**config.mk**
```make
export PLATFORM = sky130hd
export DESIGN_NAME = lcu_feeder
export DESIGN_NICKNAME = d
export VERILOG_FILES = /design/src/rtl/lcu_feeder.sv
export SDC_FILE = /design/constraint.sdc
export NUM_CORES = 1
export LEC_CHECK = 0
export CAP_MARGIN = 5
export CORE_UTILIZATION = 27
export CTS_CLUSTER_SIZE = 30
export DETAILED_ROUTE_END_ITERATION = 10
export PLACE_DENSITY_LB_ADDON = 0.12
export SYNTH_ARGS = -nofsm -noshare
export SYNTH_HDL_FRONTEND = slang
export SYNTH_SLANG_ARGS = --single-unit
export TNS_END_PERCENT = 30
```
**constraint.sdc**
```tcl
create_clock -name clk -period 3.9 [get_ports clk]
set_clock_uncertainty 0.1 [all_clocks]
set_input_delay 0.39 -clock clk [delete_from_list [all_inputs] [get_ports clk]]
set_output_delay 0.39 -clock clk [all_outputs]
set_load 0.02 [all_outputs]
```
**src/rtl/lcu_feeder.sv**
```systemverilog
// LCU-order pixel feeder: walks a frame LCU by LCU and streams pixels plus SAO parameters downstream.
// Optional stall counter enabled by defining LCU_FEEDER_STALL_CNT_EN.
//
// state  | meaning
// IDLE   | waiting for start; outputs hold, counters parked at pixel 0
// RUN    | presenting pixels, one transfer per edge with in_en & !busy
// DONE   | one-cycle frame-complete pulse
module lcu_feeder #(
    parameter int IMG_W = 128,
    parameter int IMG_H = 128,
    parameter int PIX_W = 8,
    parameter int PRM_W = 24,
    localparam int AW  = $clog2(IMG_W * IMG_H),
    localparam int PAW = $clog2(IMG_W * IMG_H / 256),
    localparam int XW  = $clog2(IMG_W / 16),
    localparam int YW  = $clog2(IMG_H / 16)
) (
    input  logic             clk,
    input  logic             reset,
    input  logic             start,
    input  logic [1:0]       lcu_size,
    output logic [AW-1:0]    img_addr,
    input  logic [PIX_W-1:0] img_rdata,
    output logic [PAW-1:0]   prm_addr,
    input  logic [PRM_W-1:0] prm_rdata,
    input  logic             busy,
    output logic             in_en,
    output logic [PIX_W-1:0] din,
    output logic [1:0]       sao_type,
    output logic [4:0]       sao_band_pos,
    output logic             sao_eo_class,
    output logic [15:0]      sao_offset,
    output logic [XW-1:0]    lcu_x,
    output logic [YW-1:0]    lcu_y,
    output logic             done,
    output logic [31:0]      stall_cnt
);

    localparam int NX16 = IMG_W / 16;
    localparam int NY16 = IMG_H / 16;
    localparam logic [AW-1:0] W_A = AW'(IMG_W);

    typedef enum logic [1:0] {
        S_IDLE = 2'd0,
        S_RUN  = 2'd1,
        S_DONE = 2'd2
    } state_t;

    state_t           r_state;
    logic [1:0]       r_size;
    logic [5:0]       r_r;
    logic [5:0]       r_c;
    logic [XW-1:0]    r_lx;
    logic [YW-1:0]    r_ly;
    logic             r_in_en;
    logic             r_done;
    logic [PIX_W-1:0] r_din_hold;
    logic [23:0]      r_prm_hold;

    logic [5:0]       w_smax;
    logic [2:0]       w_sh;
    logic [XW-1:0]    w_lx_max;
    logic [YW-1:0]    w_ly_max;
    logic             w_c_last;
    logic             w_r_last;
    logic             w_lx_last;
    logic             w_ly_last;
    logic             w_frame_last;
    logic             w_xfer;
    logic [AW-1:0]    w_row;
    logic [AW-1:0]    w_col;
    logic [PAW-1:0]   w_per;
    logic [23:0]      w_prm;

    always_comb begin
        w_smax = 6'd15;
        case (r_size)
            2'd1:    w_smax = 6'd31;
            2'd2:    w_smax = 6'd63;
            default: w_smax = 6'd15;
        endcase
    end

    // r_size is 0/1/2, so S = 16 << r_size and S/16 = 1 << r_size
    assign w_sh         = 3'd4 + {1'b0, r_size};
    assign w_lx_max     = XW'((NX16 >> r_size) - 1);
    assign w_ly_max     = YW'((NY16 >> r_size) - 1);
    assign w_c_last     = (r_c == w_smax);
    assign w_r_last     = (r_r == w_smax);
    assign w_lx_last    = (r_lx == w_lx_max);
    assign w_ly_last    = (r_ly == w_ly_max);
    assign w_frame_last = w_c_last && w_r_last && w_lx_last && w_ly_last;
    assign w_xfer       = (r_state == S_RUN) && r_in_en && !busy;

    assign w_row    = (AW'(r_ly) << w_sh) + AW'(r_r);
    assign w_col    = (AW'(r_lx) << w_sh) + AW'(r_c);
    assign img_addr = w_row * W_A + w_col;
    assign w_per    = PAW'(NX16 >> r_size);
    assign prm_addr = PAW'(r_ly) * w_per + PAW'(r_lx);
    assign lcu_x    = r_lx << r_size;
    assign lcu_y    = r_ly << r_size;

    // Memory reads are combinational, so pixel and parameter data pass straight
    // through while in_en is high; the hold registers keep the last value otherwise.
    assign w_prm        = r_in_en ? prm_rdata[23:0] : r_prm_hold;
    assign din          = r_in_en ? img_rdata : r_din_hold;
    assign sao_type     = w_prm[23:22];
    assign sao_band_pos = w_prm[21:17];
    assign sao_eo_class = w_prm[16];
    assign sao_offset   = w_prm[15:0];
    assign in_en        = r_in_en;
    assign done         = r_done;

    always_ff @(posedge clk) begin
        if (reset) begin
            r_state    <= S_IDLE;
            r_size     <= 2'd0;
            r_r        <= '0;
            r_c        <= '0;
            r_lx       <= '0;
            r_ly       <= '0;
            r_in_en    <= 1'b0;
            r_done     <= 1'b0;
            r_din_hold <= '0;
            r_prm_hold <= '0;
        end else begin
            r_done <= 1'b0;
            case (r_state)
                S_IDLE: begin
                    if (start) begin
                        r_state <= S_RUN;
                        r_size  <= (lcu_size == 2'd3) ? 2'd0 : lcu_size;
                        r_in_en <= 1'b1;
                        r_r     <= '0;
                        r_c     <= '0;
                        r_lx    <= '0;
                        r_ly    <= '0;
                    end
                end
                S_RUN: begin
                    if (w_xfer) begin
                        r_din_hold <= img_rdata;
                        r_prm_hold <= prm_rdata[23:0];
                        if (w_frame_last) begin
                            r_state <= S_DONE;
                            r_in_en <= 1'b0;
                            r_done  <= 1'b1;
                            r_r     <= '0;
                            r_c     <= '0;
                            r_lx    <= '0;
                            r_ly    <= '0;
                        end else if (!w_c_last) begin
                            r_c <= r_c + 6'd1;
                        end else begin
                            r_c <= '0;
                            if (!w_r_last) begin
                                r_r <= r_r + 6'd1;
                            end else begin
                                r_r  <= '0;
                                r_lx <= w_lx_last ? '0 : r_lx + 1'b1;
                                r_ly <= w_lx_last ? r_ly + 1'b1 : r_ly;
                            end
                        end
                    end
                end
                S_DONE:  r_state <= S_IDLE;
                default: r_state <= S_IDLE;
            endcase
        end
    end

`ifdef LCU_FEEDER_STALL_CNT_EN
    logic [31:0] r_stall_cnt;

    always_ff @(posedge clk) begin
        if (reset) begin
            r_stall_cnt <= '0;
        end else if (r_state == S_IDLE && start) begin
            r_stall_cnt <= '0;
        end else if (r_state == S_RUN && r_in_en && busy && r_stall_cnt != 32'hFFFF_FFFF) begin
            r_stall_cnt <= r_stall_cnt + 32'd1;
        end
    end

    assign stall_cnt = r_stall_cnt;
`else
    assign stall_cnt = 32'd0;
`endif

endmodule

```
Word level (Yosys, flattened, before mapping)
Index checks and enable logic that the tools add are counted.
Widths: inputs -> output; s select.
- flip-flop bits (word level): 56
- latch bits: 0
- bits in writable memories: 0
- ROM bits: 0
- output and inout bits: 92
- memories: 0
- add/sub/neg operators: 10
- multipliers: 1
- div/mod/pow operators: 0
- magnitude comparators: 0
- eq/ne operators: 14
- shift-type cells: 5
- multiplexer cells: 36
- bitwise logic cells: 2
- reduce and logical (&&, ||, !) cells: 17
- operator list (kind ; count):
    $mux 6 ; 8
    $pmux 6 s2 ; 3
    $mux 3 ; 11
    $mux 24 ; 1
    $add 14x14->14 ; 1
    $add 14x6->14 ; 1
    $shl 3x3->14 ; 1
    $add 6x1->6 const B ; 2
    $eq 6x6->1 ; 2
    $pmux 3 s2 ; 2
    $ne 3x3->1 const B ; 3
    $mux 2 ; 4
    $mux 8 ; 1
    $reduce_and 4->1 ; 2
    $add 7x6->7 ; 1
    $shl 3x3->7 ; 1
    $add 3x1->3 const B ; 2
    $add 6x3->6 ; 1
    $eq 3x3->1 ; 2
    $mul 3x6->6 ; 1
    $ne 2x2->1 const B ; 3
    $reduce_and 3->1 ; 2
    $reduce_and 6->1 ; 1
    $shl 3x2->3 ; 2
    other kinds (16) ; 27

Longest topological paths before layout
- depth in word-level cells: 9
- gate-level depth with buffers: 11

Worst setup path after synthesis
Ideal clock, no wire load.
- path kind: register to output
- start: register r_size[0]
- end: output port prm_addr[5]
- arrival: 3.008 ns
- data required time: 3.410 ns
- setup slack: 0.402 ns
- stages on the path, launching flop included: 12
- buffers on the path: 1
- cell sequence: dfxtp_1 > buf_2 > inv_1 > ha_1 > nand2_1 > fa_1 > inv_1 > fa_1 > fa_1 > a21o_1 > a21oi_1 > xnor2_1
- longest elaborated chain between the ends: 3
- ends and longest elaborated chain (item ; RTL line ; source):
    start: declaration ; 50 ; logic [1:0] r_size;
    start signal: assignment ; 132 ; r_size <= (lcu_size == 2'd3) ? 2'd0 : lcu_size;
    $shr 4x2->6 ; 98 ; assign w_per = PAW'(NX16 >> r_size);
    $mul 3x6->6 ; 99 ; assign prm_addr = PAW'(r_ly) * w_per + PAW'(r_lx);
    $add 6x3->6 ; 99 ;
    end: declaration ; 24 ; output logic [PAW-1:0] prm_addr,
No other way between the ends.

Final worst setup path
- start: register r_size[0]
- end: output port img_addr[10]
- longest elaborated chain between the ends: 4
- ends and longest elaborated chain (item ; RTL line ; source):
    $add 3x2->3 (*) ; 85 ; assign w_sh = 3'd4 + {1'b0, r_size};
    $shl 3x3->14 / $shl 3x3->7 (equally long branches) ; 96, 95 ;
    $add 14x6->14 / $add 7x6->7 (equally long branches) ; 96, 95 ;
    $add 14x14->14 (*) ; 97 ; assign img_addr = w_row * W_A + w_col;
    end: declaration ; 22 ; output logic [AW-1:0] img_addr,
Every way passes the cells marked *; elsewhere a longest branch is shown, timed or not.

==> metrics.txt <==
Final TNS setup=0 ps; GRT met2 Usage=0.2022; run status=completed; number of H-tree levels=2; count of different cell masters after synthesis=55; asr flop ratio synth=0; Leakage=2.140 nW; total routing resource utilization after global routing=0.1320; Synthesis Warnings=0; count of antenna-violating nets left after detailed routing=0; overall routed net length=9585 um; maximum number of pins on one net before global-route repair=38; worst skew pair latency=300 ps; routability-driven placement congestion ratio=just under 0.8; Min-Delay Path Depth=2; number of rows created at floorplan=43; met1 demand-to-capacity share in global routing=0.1812; post-cts hold buffer count=0; setup slack on the worst flop-to-flop path=1360 ps; launch point of the worst hold path=r_prm_hold[2]; final worst-path setup slack=154.6 ps; data required time at the worst endpoint=3410 ps; vias in the first global route=3154; Horiz. Die Dim=122.7 um; path category of the worst min-delay check=reg -> reg; Wirelength per Cell=around 13 um; R2R depth=5; crit path launch type=flip-flop; Die Ht=approximately 120 um; most frequent standard cell in the layout excluding fill and tap cells=sky130_fd_sc_hd__clkdlybuf4s50_1; vias per inst=4.437; DRC marker count from the first detailed-route iteration=113; capturing point of the worst reg2reg path=r_ly[2]; critical register-to-register path startpoint=in_en; register share of total power=0.442; layout cells sized above 1=0.1341; CP arrival=3260 ps; power per standard cell area=267.6 mW/mm2; effective utilization at floorplan=0.2802; Max transition margin=0.4029; TritonCTS clock tree=done; Inst Count DP=724; proportion of synthesized chip area in sequential cells=0.2849; hold violation total from the final report=0; first-pass GRT wire length=15840 um; final worst path period need=3745 ps; boundary pin count=130; GRT busiest layer=met2; routed vias=roughly 3200; mean cell area of the mapped netlist=8.554 um2; Std-Cell Core Area=about 0.014 mm2; Min-Delay Endpoint=r_prm_hold[2]; router iterations before antenna repair=4; register bit count reported by yosys=between 50 and 60; clock-pin transition on the worst setup and hold timing paths=70 ps; fin nets=622; Final Cycle Share=0.9604; Post-synth EDFFs=0; switching share of power=0.2864; # port buffers=97; commonest non-fill, non-tap cells in the layout=sky130_fd_sc_hd__clkdlybuf4s50_1 (93), sky130_fd_sc_hd__nand2_1 (81), sky130_fd_sc_hd__dfxtp_1 (55); worst setup path startpoint=r_size[0]; antenna fix cells=0; met3 GRT Util=0.03996; critical setup path kind=reg -> out; Detail Placement HPWL=7160 um; type of destination of the critical path=primary output; DRC violation count after routing=0; proportion of power drawn by the clock network=0.346; max-capacitance violation count=0; part of the power in combinational logic=0.212; final setup violation count=0; GRT overflow=0; Worst VDD drop=~230 uV; actual transition at the worst max-transition pin=between 800 and 900 ps; Max Fanout on Critical Path=8; sink count of the clock tree=56; non-filler instance count after layout=732; cts bufs inserted=5; max-slew violation total from the final report=0; dominant synthesized flop cell=sky130_fd_sc_hd__dfxtp_1; root buffer selected by CTS=sky130_fd_sc_hd__clkbuf_16; achievable clock frequency=0.2670 GHz; mapped cell area=roughly 0.004 mm2; synthesis-to-finish area growth=30.68%; post-synthesis instance total=460; number of antenna violations at the first check in global routing=0; Sw Pwr=0.0003942 W; setup repair after global routing missed its margin=no; Post-Place Setup Slack=between 80 and 90 ps; floorplan die area=between 0.015 and 0.02 mm2; largest buffer count on any clock path=2; Cell Int Power=0.0009820 W
-- worst max-delay path, cell delays in order (launching register included) --
cell,delay [ps]
sky130_fd_sc_hd__dfxtp_1,420
sky130_fd_sc_hd__buf_4,210
sky130_fd_sc_hd__mux2i_1,90
sky130_fd_sc_hd__or2_2,330
sky130_fd_sc_hd__fa_1,480
sky130_fd_sc_hd__inv_1,80
sky130_fd_sc_hd__a31oi_1,130
sky130_fd_sc_hd__or4b_1,500
sky130_fd_sc_hd__o2111ai_1,100
sky130_fd_sc_hd__clkdlybuf4s50_1,630
-- how the worst max path moves through the flow --
stage,endpoint
floorplan,prm_addr[5]
global placement,prm_addr[5]
detailed placement,prm_addr[5]
CTS,prm_addr[5]
global route,img_addr[10]
finish,img_addr[10]
-- flip-flops by register name, summed over array words and instances, names as in the netlist --
name        cells
r_prm_hold     24
r_ly            3
in_en           1
r_c             6
done            1
r_lx            3
r_r             6
r_din_hold      8
r_size          2
r_state         2
-- cell type report --
class	count	area, um2
flip-flops and latches	56	1122
repair buffers	111	1064
clock inverters	1	7.507
well taps	180	225.2
clock buffers	7	142.6
fillers	1466	8900
multi-input cells	361	2521
inverters	16	60.06
-- cells in the mapped netlist (7+ instances only) --
cell type                  number  area [um2]
sky130_fd_sc_hd__o21ai_0        7       35.03
sky130_fd_sc_hd__nor2_1        18       67.56
sky130_fd_sc_hd__ha_1          27       337.8
sky130_fd_sc_hd__xor2_1        12       105.1
sky130_fd_sc_hd__nand2_1       81       304.0
sky130_fd_sc_hd__xnor2_1       17       148.9
sky130_fd_sc_hd__mux2_2        33       371.6
sky130_fd_sc_hd__inv_1         16       60.06
sky130_fd_sc_hd__dfxtp_1       56        1121
sky130_fd_sc_hd__buf_4         36       270.3
sky130_fd_sc_hd__a21oi_1       44       220.2
sky130_fd_sc_hd__clkbuf_1      12       45.04
-- logic make-up (layout without fill, tap and decap cells) --
family | count (synthesis) | in the layout | synth area share
AO/OA/AOI/OAI | 76 | 76 | 0.1154
XOR/XNOR | 31 | 31 | 0.07631
adder cells (fa/ha/maj) | 33 | 33 | 0.1164
buffers and inverters | 74 | 135 | 0.1065
flip-flops | 56 | 56 | 0.2849
multiplexers | 37 | 37 | 0.1046
other | 1 | 32 | 0.0009530
AND/OR/NAND/NOR | 152 | 152 | 0.1949
-- stage by stage --
step                utilization  hold WS, ps  cell area [um2]  power (W)
finish                   0.3662        355.0             5142   0.001376
global route             0.3662        372.1             5142   0.001439
CTS                      0.3665        359.0             5146   0.001397
detailed placement       0.3561        348.4             5000  0.0009159
global placement         0.3561        340.3             5000  0.0009155
floorplan                     -        333.8             4051  0.0008107
-- what timing repair did --
item	in CTS	in global routing
endpoints found under the setup margin	3	1
resized for setup	3	3
cloned	0	0
setup buffers	0	0
-- power groups by stage --
stage / Sequential (W) / Combinational, W / Clock [W]
floorplan: 0.000607 / 0.000204 / 0
global placement: 0.000622 / 0.000294 / 0
detailed placement: 0.000622 / 0.000294 / 0
CTS: 0.000609 / 0.000296 / 0.000493
global route: 0.000612 / 0.000318 / 0.000509
finish: 0.000608 / 0.000292 / 0.000476
-- metal layers --
layer  part of all wire  up-vias
met5                  0        -
met4             0.0090        0
met3              0.074        5
met2               0.43       96
met1               0.48     1474
li1                   -     1673
Note: power is estimated with default switching activity, not from simulation.
